**config.mk**
```make
export PLATFORM = sky130hd
export DESIGN_NAME = interval_timer_ctrl
export DESIGN_NICKNAME = d
export VERILOG_FILES = /design/src/rtl/interval_timer_ctrl.sv
export SDC_FILE = /design/constraint.sdc
export NUM_CORES = 1
export LEC_CHECK = 0
export CAP_MARGIN = 20
export CORE_ASPECT_RATIO = 1.2
export CORE_MARGIN = 2
export CORE_UTILIZATION = 47
export CTS_BUF_LIST = sky130_fd_sc_hd__clkbuf_8
export DETAILED_ROUTE_END_ITERATION = 8
export PLACE_DENSITY = 0.81
export SLEW_MARGIN = 20
export SYNTH_ARGS = -nofsm -noshare
export SYNTH_HDL_FRONTEND = slang
export SYNTH_SLANG_ARGS = --single-unit
```
**constraint.sdc**
```tcl
create_clock -name clk -period 1.5 [get_ports clk]
set_input_delay 0.3 -clock clk [delete_from_list [all_inputs] [get_ports clk]]
set_output_delay 0.3 -clock clk [all_outputs]
set_load 0.02 [all_outputs]
```
**src/rtl/interval_timer_ctrl.sv**
```systemverilog
// Interval timer controller: sequences a prescaled WIDTH-bit up-counter through
// idle/armed/run/done with one-shot or periodic expiry, sticky irq and overrun.
module interval_timer_ctrl #(
  parameter int unsigned WIDTH      = 4,
  parameter int unsigned PRESCALE_W = 4
) (
  input  logic                  clk,
  input  logic                  rst,
  input  logic                  cfg_valid,
  output logic                  cfg_ready,
  input  logic [WIDTH-1:0]      cfg_period,
  input  logic [PRESCALE_W-1:0] cfg_prescale,
  input  logic                  cfg_mode,
  input  logic                  start,
  input  logic                  stop,
  input  logic                  irq_clr,
  output logic [WIDTH-1:0]      count,
  output logic                  busy,
  output logic                  expire,
  output logic                  irq,
  output logic                  overrun
);

  typedef enum logic [1:0] {StIdle, StArmed, StRun, StDone} state_e;

  state_e                state_q, state_d;
  logic [WIDTH-1:0]      count_q, count_d;
  logic [PRESCALE_W-1:0] presc_q, presc_d;
  logic [WIDTH-1:0]      period_q, period_d;
  logic [PRESCALE_W-1:0] prescale_q, prescale_d;
  logic                  mode_q, mode_d;
  logic                  expire_q, expire_d;
  logic                  irq_q, irq_d;
  logic                  overrun_q, overrun_d;

  logic cfg_fire;
  logic expiry;

  assign cfg_ready = (state_q != StRun);
  assign cfg_fire  = cfg_valid && cfg_ready;

  always_comb begin
    state_d    = state_q;
    count_d    = count_q;
    presc_d    = presc_q;
    period_d   = period_q;
    prescale_d = prescale_q;
    mode_d     = mode_q;
    expiry     = 1'b0;

    unique case (state_q)
      StIdle, StArmed, StDone: begin
        // A config handshake always takes priority over start.
        if (cfg_fire) begin
          period_d   = cfg_period;
          prescale_d = cfg_prescale;
          mode_d     = cfg_mode;
          count_d    = '0;
          presc_d    = '0;
          state_d    = StArmed;
        end else if (start && (state_q != StIdle)) begin
          count_d = '0;
          presc_d = '0;
          state_d = StRun;
        end
      end
      StRun: begin
        if (stop) begin
          // Stop overrides both restart and a coincident expiry.
          count_d = '0;
          presc_d = '0;
          state_d = StArmed;
        end else if (start) begin
          count_d = '0;
          presc_d = '0;
        end else if (presc_q == prescale_q) begin
          presc_d = '0;
          if (count_q == period_q) begin
            expiry = 1'b1;
            if (mode_q) begin
              count_d = '0;
            end else begin
              state_d = StDone;
            end
          end else begin
            count_d = count_q + WIDTH'(1);
          end
        end else begin
          presc_d = presc_q + PRESCALE_W'(1);
        end
      end
      default: state_d = StIdle;
    endcase
  end

  always_comb begin
    expire_d  = expiry;
    irq_d     = irq_q;
    overrun_d = overrun_q;
    if (expiry) begin
      // Set beats clear; overrun only grows when irq was already pending.
      irq_d = 1'b1;
      if (irq_q && !irq_clr) begin
        overrun_d = 1'b1;
      end
    end else if (irq_clr) begin
      irq_d     = 1'b0;
      overrun_d = 1'b0;
    end
  end

  always_ff @(posedge clk or posedge rst) begin
    if (rst) begin
      state_q    <= StIdle;
      count_q    <= '0;
      presc_q    <= '0;
      period_q   <= '0;
      prescale_q <= '0;
      mode_q     <= 1'b0;
      expire_q   <= 1'b0;
      irq_q      <= 1'b0;
      overrun_q  <= 1'b0;
    end else begin
      state_q    <= state_d;
      count_q    <= count_d;
      presc_q    <= presc_d;
      period_q   <= period_d;
      prescale_q <= prescale_d;
      mode_q     <= mode_d;
      expire_q   <= expire_d;
      irq_q      <= irq_d;
      overrun_q  <= overrun_d;
    end
  end

  assign count   = count_q;
  assign busy    = (state_q == StRun);
  assign expire  = expire_q;
  assign irq     = irq_q;
  assign overrun = overrun_q;

endmodule

```
==> results of run 1 <==
## cell type report
cell class / instances / area (sq um) / share of cell area (%)
Clock buffer: 3 / 41.29 / 2.416
Inverter: 6 / 22.52 / 1.318
Tap cell: 31 / 38.79 / 2.269
Timing Repair Buffer: 48 / 400.4 / 23.43
Sequential cell: 22 / 553.0 / 32.36
Multi-Input combinational cell: 72 / 653.1 / 38.21
## cells by family after synthesis
family | synth area share, %
adder cells (fa/ha/maj) | 2.242
AND/OR/NAND/NOR | 18.50
multiplexers | 9.081
AO/OA/AOI/OAI | 12.22
buffers and inverters | 2.354
flip-flops | 49.33
XOR/XNOR | 6.277
## synth_stat cells
cell	number	share of area, %
and4_1	1	0.78
o21ai_0	2	0.90
o31ai_1	2	1.3
o32ai_1	1	0.78
dfrtp_1	22	49
o21bai_1	1	0.67
xor2_1	4	3.1
nor4b_4	1	2.1
and3_1	2	1.1
o22ai_1	2	1.1
clkbuf_1	1	0.34
nor2b_1	3	1.7
o311a_2	1	1.0
or4_1	1	0.67
nor2_1	6	2.0
and2_1	1	0.56
xnor2_1	4	3.1
mux2_2	9	9.1
nor4_1	1	0.56
ha_1	2	2.2
nand3_1	2	0.90
and2_2	1	0.67
nor3_1	3	1.3
nand2_1	6	2.0
nand4_1	1	0.56
a31oi_1	5	2.8
o41ai_1	1	0.78
or4b_4	1	1.2
or2_2	1	0.56
a211oi_1	1	0.67
inv_1	6	2.0
nand2_2	1	0.56
a32o_1	1	0.90
a21oi_1	1	0.45
o2111ai_1	1	0.78
or3_1	2	1.1
## report_power, final
| part | switching, mW | leakage, nW | internal [mW] |
|---|---|---|---|
| Combinational | 0.142 | 0.512 | 0.165 |
| Sequential | 0.0385 | 0.279 | 0.633 |
| Clock | 0.181 | 0.0216 | 0.179 |
## path summary, 6_finish.rpt
kind                                     from             to  slack [ps]  cells past startpoint
worst max register to register     state_q[0]     presc_q[2]         -70                      3
worst min register to register  prescale_q[0]  prescale_q[0]         540                      1
worst min-delay path                      rst     presc_q[3]         370                      3
min in group clk                         stop     state_q[1]         510                      3
worst max-delay path               state_q[0]     presc_q[2]         -70                      3
max in group asynchronous                 rst       count[1]         900                      3
## metal layers
layer	vias up	track usage (%)
li1	469	-
met1	513	22.64
met2	41	38.10
met3	7	2.618
met4	0	10.61
met5	-	0
## timing repair
item | in CTS | in global routing
setup endpoints to repair | 16 | 12
resized for setup | 17 | 15
setup buffers | 0 | 1
pin swaps | 6 | 2
hold buffers | 0 | 0
## sequential cells by signal (all words and copies together), names as in the netlist
signal and cells:
presc_q 4, overrun 1, count 4, irq 1, mode_q 1, period_q 4, prescale_q 4, expire 1
state_q 2
## critical path, stage by stage (launching register included)
cell and delay, ps:
dfrtp_1 410, or4b_4 530, or3_1 390, a31oi_1 160
## per-stage QoR
step / hold WS, ps / setup TNS, ps / worst slack [ps]
after floorplan: 289.2 / 0 / 11.09
after global placement: 510.9 / -4118 / -378.2
after detailed placement: 513.7 / -4584 / -424.3
after CTS: 368.8 / -211.4 / -49.48
after global routing: 432.3 / -462.8 / -153.4
final: 365.6 / -168.4 / -71.43
==> results.toml, run 1 <==
[status]
status = "finished with violations"
failed_checks = "negative setup slack"

[logic_synthesis]
yosysSeqAreaShare_pct = 49.33
synth.distinct_cells = 36
syn-mean-instance-area_sq_um = 11.05
synth_area_sq_um = 1116
synth-seq-cells = 22
yosysWarnings = 0
synth_cells = 101
synth_fp_nets = 118

[drt]
met1_length_um = 1175
via_per_inst = 5.659
wl_per_cell_um = 15.74
route.detailed.drc = 0
dr_wl_met3_um = 93
dr_wl_met2_um = 1532
drt_iter0_markers = 23
top_layer_used = "met4"
drtPass1Iterations = 4
drtAntennaViolNets = 0
dr_total_vias = 1030
drt_wl_total_um = 2865

[layout]
nets = 170
stdcell_count = 182
area_delta_synth_final_pct = 53.14
layout_common_cells = "buf_4, dfrtp_1, clkdlybuf4s50_1"
diodes = 0
final_core_util_pct = 74.89
final_common_cell = "buf_4"
fin_area_sq_um = 1709
n_fill_cell = 160
drive_above_1_share_pct = 41.72

[worst_hold_path]
hold_path.class = "in2async"

[clock_network]
numCtsBuffers = 3
cts_max_path_buffers = 2
clk-insertion-delay-late_ps = 260
path_clk_slew_ps = 80
cts_tree = "built"
clock-sinks = 22
root_buffer = "clkbuf_8"
htree_levels = 1

[floorplanning]
chipHeight_um = 57.38
ioPinCount = 24
core_sq_um = 2282
initial_core_util_pct = 48.90
die_x_um = 48.49
rows = 19
die_area_sq_um = 2782

[timing]
rsz0062_at_grt = "true"
finalCriticalPeriod_ps = 1571
final_max_slew_viol_count = 0
timing.final.ws_setup_ps = -71.43
finalCritPeriodShare_pct = 104.8
max_slew_margin_pct = 77.44
finalSetupViolCount = 5
final_hold_viol_count = 0
fmax_mhz = 636.4
worstMarginPinSlew_ps = 336.5
finClkSkew_ps = 9.657

[place]
postPlaceCellArea_sq_um = 1585
finalWeightedCongestion = 0.8874
dpl.hpwl_um = 1963
place_inst = 178
numPortBuffers = 23

[global_route]
grt_pass1_vias = 1022
grt_pass1_wl_um = 4333
antenna_found_initial = 0
track_usage_pct = 20.36
grt_max_degree = 23
grt-ovfl-total = 0

[worst_setup_path]
start_kind = "register"
worstSetupEndpointType = "register"
cp_data_required_time_ps = 1680
cp_max_fo = 4
crit_type = "reg2reg"
arrival_ps = 1750

[pwr]
peakVddDrop_uv = 695.7
power.leakage_nw = 0.8126
power_density_nw_per_um2 = 783.7
power_mw = 1.339

[flow_run]
maxCapViolations = 0
(Power assumes the default switching activity.)
==> inputs of run 2 (changes only) <==
--- a/config.mk
+++ b/config.mk
@@ -11,8 +11,8 @@
 export CORE_UTILIZATION = 47
 export CTS_BUF_LIST = sky130_fd_sc_hd__clkbuf_8
 export DETAILED_ROUTE_END_ITERATION = 8
+export MAX_ROUTING_LAYER = met4
 export PLACE_DENSITY = 0.81
-export SLEW_MARGIN = 20
 export SYNTH_ARGS = -nofsm -noshare
 export SYNTH_HDL_FRONTEND = slang
 export SYNTH_SLANG_ARGS = --single-unit
==> run 2 against run 1 <==
Against the previous run:
- the run still ends with negative setup slack left
- sequential cell count unchanged
- utilization grew 0.33 points
- critical path depth unchanged
- sequential share of layout area decreased by 0.14 points
- routed wire length about the same
- sequential power barely moved
- design area increased by 0.44%
- setup slack hardly changed
- hold slack worse by 1.2 ps
- clock skew hardly changed
- first-iteration DRC count shrank 35%
- critical path type unchanged
==> results.toml, run 2 (synthesized netlist as in run 1, its figures left out) <==
[status]
failed_checks = "negative setup slack"
status = "finished with violations"

[floorplanning]
core_sq_um = 2282
die_x_um = 48.49
ioPinCount = 24
chipHeight_um = 57.38
initial_core_util_pct = 48.90
rows = 19
die_area_sq_um = 2782

[global_route]
grt_pass1_wl_um = 4353
grt_pass1_vias = 1020
antenna_found_initial = 0
track_usage_pct = 21.06
grt_max_degree = 23
grt-ovfl-total = 0

[worst_hold_path]
hold_path.class = "in2async"

[timing]
final_max_slew_viol_count = 0
finalCriticalPeriod_ps = 1571
timing.final.ws_setup_ps = -71.19
max_slew_margin_pct = 78.63
finClkSkew_ps = 9.779
finalSetupViolCount = 5
worstMarginPinSlew_ps = 318.9
finalCritPeriodShare_pct = 104.7
fmax_mhz = 636.5
final_hold_viol_count = 0
rsz0062_at_grt = "true"

[worst_setup_path]
crit_type = "reg2reg"
slowest_delay_ps = 530
worstSetupEndpointType = "register"
crit_chain = "or4b_4 -> or3_1 -> a31oi_1"
arrival_ps = 1750
crit_path_top_delay_cell = "or4b_4"
cp_max_fo = 4
cp_data_required_time_ps = 1680
start_kind = "register"

[clock_network]
htree_levels = 1
root_buffer = "clkbuf_8"
path_clk_slew_ps = 80
cts_max_path_buffers = 2
cts_tree = "built"
numCtsBuffers = 3
clock-sinks = 22
clk-insertion-delay-late_ps = 260

[layout]
drive_above_1_share_pct = 42.38
final_common_cell = "buf_4"
final_core_util_pct = 75.22
fin_area_sq_um = 1717
diodes = 0
n_fill_cell = 158
nets = 170
layout_common_cells = "buf_4, dfrtp_1, clkdlybuf4s50_1"
area_delta_synth_final_pct = 53.81
stdcell_count = 182

[place]
dpl.hpwl_um = 1963
postPlaceCellArea_sq_um = 1585
numPortBuffers = 23
place_inst = 178
finalWeightedCongestion = 0.9023

[drt]
dr_total_vias = 1006
wl_per_cell_um = 15.75
drt_wl_total_um = 2866
route.detailed.drc = 0
via_per_inst = 5.527
drtAntennaViolNets = 0
drt_iter0_markers = 15
drtPass1Iterations = 4

[pwr]
power.leakage_nw = 0.8133
peakVddDrop_uv = 698.2
power_density_nw_per_um2 = 782.7

[flow_run]
maxCapViolations = 0
run 2: layer usage:
layer	routed length (um)	vias to the layer above	track usage [%]
met5	0	-	-
met4	96	0	10.61
met3	96	14	2.618
met2	1504	31	38.10
met1	1167	492	22.81
li1	-	469	-
run 2: worst max-delay path: cells and delay by family (launching register included):
| family | cells | cell delay, ps |
|---|---|---|
| AND/OR/NAND/NOR | 2 | 920 |
| flip-flops | 1 | 410 |
| AO/OA/AOI/OAI | 1 | 160 |
run 2: worst paths after layout:
path | endpoint | cells after the start | startpoint | slack [ps]
max in group asynchronous | count[1] | 3 | rst | 900
worst min-delay path | mode_q | 3 | rst | 360
min in group clk | state_q[1] | 3 | stop | 510
worst min register to register | prescale_q[0] | 1 | prescale_q[0] | 540
worst max register to register | presc_q[2] | 3 | state_q[0] | -70
worst max-delay path | presc_q[2] | 3 | state_q[0] | -70
run 2: repair_timing:
| action | CTS | global route |
|---|---|---|
| setup endpoints to repair | 16 | 12 |
| hold buffers | 0 | 0 |
| pin swaps | 6 | 2 |
| buffers inserted | 0 | 1 |
| resized for setup | 17 | 16 |
run 2: power breakdown:
part           switching (mW)  internal, mW
clock network           0.183         0.179
registers              0.0398         0.633
logic                   0.142         0.167
total                   0.365         0.979
run 2: final cells by class:
class                   count  area, sq um  area share (%)
multi-input cells          72        660.6           38.48
inverters                   6        22.52           1.312
repair buffers             48        400.4           23.32
flip-flops and latches     22        553.0           32.22
clock buffers               3        41.29           2.405
well taps                  31        38.79           2.259
run 2: metrics by stage:
stage	power, mW	setup WS, ps	setup TNS (ps)	hold WS (ps)
2_1_floorplan	0.8108	11.09	0	289.2
6_report	1.344	-71.19	-148.1	364.4
4_1_cts	1.316	-49.48	-211.4	368.8
5_1_grt	1.405	-144.4	-449.4	431.9
3_5_place_dp	0.9498	-424.3	-4584	513.7
3_3_place_gp	0.9378	-378.2	-4118	510.9
==> inputs of run 3 (changes only) <==
--- a/config.mk
+++ b/config.mk
@@ -11,6 +11,7 @@
 export CORE_UTILIZATION = 47
 export CTS_BUF_LIST = sky130_fd_sc_hd__clkbuf_8
 export DETAILED_ROUTE_END_ITERATION = 8
+export GPL_TIMING_DRIVEN = 0
 export MAX_ROUTING_LAYER = met4
 export PLACE_DENSITY = 0.81
 export SYNTH_ARGS = -nofsm -noshare
==> run 3 against run 2 <==
Against the previous run:
- via count decreased by 5.2%
- non-clock buffer count decreased by 19
- maximum frequency decreased by 3.4%
- hold slack improved by 150 ps
- clock skew decreased by 7.0 ps
- the flow still finishes with violations (negative setup slack)
- sequential share of layout area increased by 2.3 points
- global-route usage increased by 1.5 points
- register-to-register slack got worse by 60 ps
- critical path type unchanged
- setup slack got worse by 56 ps
- routed wire length decreased by 3.5%
- design area decreased by 6.3%
- first-iteration DRC count increased by 80%
==> results.toml, run 3 (synthesized netlist as in run 1, its figures left out) <==
[layout]
drive_above_1_share_pct = 36.09
layout_common_cells = "dfrtp_1, clkdlybuf4s50_1, mux2_2"
multi_input_area_sq_um = 673.1
fin_area_sq_um = 1608
ff_latch_area_sq_um = 555.5
n_fill_cell = 182
nets = 151
final_common_cell = "dfrtp_1"
diodes = 0
area_delta_synth_final_pct = 44.06

[worst_setup_path]
cp_data_required_time_ps = 1670
rr_worst_depth = 3
arrival_ps = 1790
crit_path_end = "presc_q[2]"
worstSetupEndpointType = "register"
worstReg2RegEnd = "presc_q[2]"
start_kind = "register"
r2r_slack_ps = -130
cp_max_fo = 4
worstSetupStartpoint = "state_q[0]"
crit_type = "reg2reg"
r2r-start = "state_q[0]"

[place]
numPortBuffers = 23
finalWeightedCongestion = 0.7992
dpl.hpwl_um = 1710
postPlaceCellArea_sq_um = 1409

[timing]
finalCriticalPeriod_ps = 1627
final_max_slew_viol_count = 0
worstMarginPinSlew_ps = 812.1
rsz0062_at_grt = "true"
finalCritPeriodShare_pct = 108.5
finClkSkew_ps = 2.783
final_hold_viol_count = 0
finalSetupViolCount = 5
timing.final.ws_setup_ps = -126.9
max_slew_margin_pct = 45.80
timing.hold.ws_ps = 511.6
fmax_mhz = 614.7

[global_route]
grt_pass1_wl_um = 4788
track_usage_pct = 22.61
grt_pass1_vias = 997
grt-ovfl-total = 0
antenna_found_initial = 0
grt_max_degree = 23

[clock_network]
root_buffer = "clkbuf_8"
clk-insertion-delay-late_ps = 250
htree_levels = 1
path_clk_slew_ps = 80
cts_tree = "built"
numCtsBuffers = 3
clock-sinks = 22
cts_max_path_buffers = 2

[status]
status = "finished with violations"
failed_checks = "negative setup slack"

[floorplanning]
initial_core_util_pct = 48.90
die_area_sq_um = 2782
rows = 19
die_x_um = 48.49
chipHeight_um = 57.38
ioPinCount = 24
core_sq_um = 2282

[drt]
drtAntennaViolNets = 0
route.detailed.drc = 0
drtPass1Iterations = 4
via_per_inst = 5.817
drt_iter0_markers = 27
wl_per_cell_um = 16.86
dr_total_vias = 954
drt_wl_total_um = 2765

[pwr]
power.leakage_nw = 0.7287
power_density_nw_per_um2 = 841.6
peakVddDrop_uv = 712.7
power_mw = 1.353

[worst_hold_path]
hold_path.class = "in2async"

[flow_run]
maxCapViolations = 0
run 3: changes by cell type in the layout (fill, tap and decap cells not counted), sizes merged:
| cell | previous run | this run |
|---|---|---|
| buf | 25 | 7 |
run 3: metal layers:
| layer | wire (um) | vias up | share of wire [%] | GRT usage [%] |
|---|---|---|---|---|
| met5 | 0 | - | 0 | - |
| met2 | 1577 | 26 | 57 | 42.66 |
| met3 | 76 | 6 | 2.7 | 3.141 |
| met4 | 31 | 0 | 1.1 | 7.347 |
| li1 | - | 436 | - | - |
| met1 | 1079 | 486 | 39 | 24.44 |
run 3: where the power goes:
part	internal, mW	total [mW]	switching (mW)
clock	0.233	0.410	0.177
sequential	0.634	0.682	0.0478
combinational	0.131	0.261	0.131
total	0.998	1.35	0.355
run 3: final cells by class:
| type | count | share of cell area (%) |
|---|---|---|
| multi-input combinational | 72 | 41.87 |
| sequential | 22 | 34.55 |
| timing repair buffer | 29 | 16.19 |
| clock buffer | 4 | 3.424 |
| tap | 31 | 2.412 |
| inverter | 6 | 1.556 |
run 3: worst max-delay path: stages, from the launching register on:
cell and delay, ps:
dfrtp_2 460, or4b_4 540, or3_1 380, a31oi_1 160
run 3: how the worst min path moves through the flow:
stage | to | slack [ps] | start
floorplan | count[0] | 290 | rst
global placement | prescale_q[3] | 510 | prescale_q[3]
detailed placement | presc_q[2] | 520 | presc_q[2]
CTS | state_q[1] | 510 | stop
global route | state_q[1] | 540 | stop
finish | prescale_q[1] | 510 | rst
run 3: timing repair:
action | CTS | global route
gates resized for setup | 24 | 16
setup buffers | 5 | 2
hold endpoints to repair | 0 | 0
pin swaps | 6 | 4
hold buffers | 0 | 0
endpoints found under the setup margin | 23 | 23
run 3: through the flow:
stage / instances / worst slack [ps] / TNS, ps / util [%]
2_1_floorplan: 101 / 11.09 / 0 / -
3_3_place_gp: 155 / -587.3 / -5166 / 61.73
3_5_place_dp: 155 / -621.8 / -5731 / 61.73
4_1_cts: 162 / -96.64 / -231.7 / 67.60
5_1_grt: 164 / -180.1 / -921.3 / 70.45
6_report: 164 / -126.9 / -300.1 / 70.45
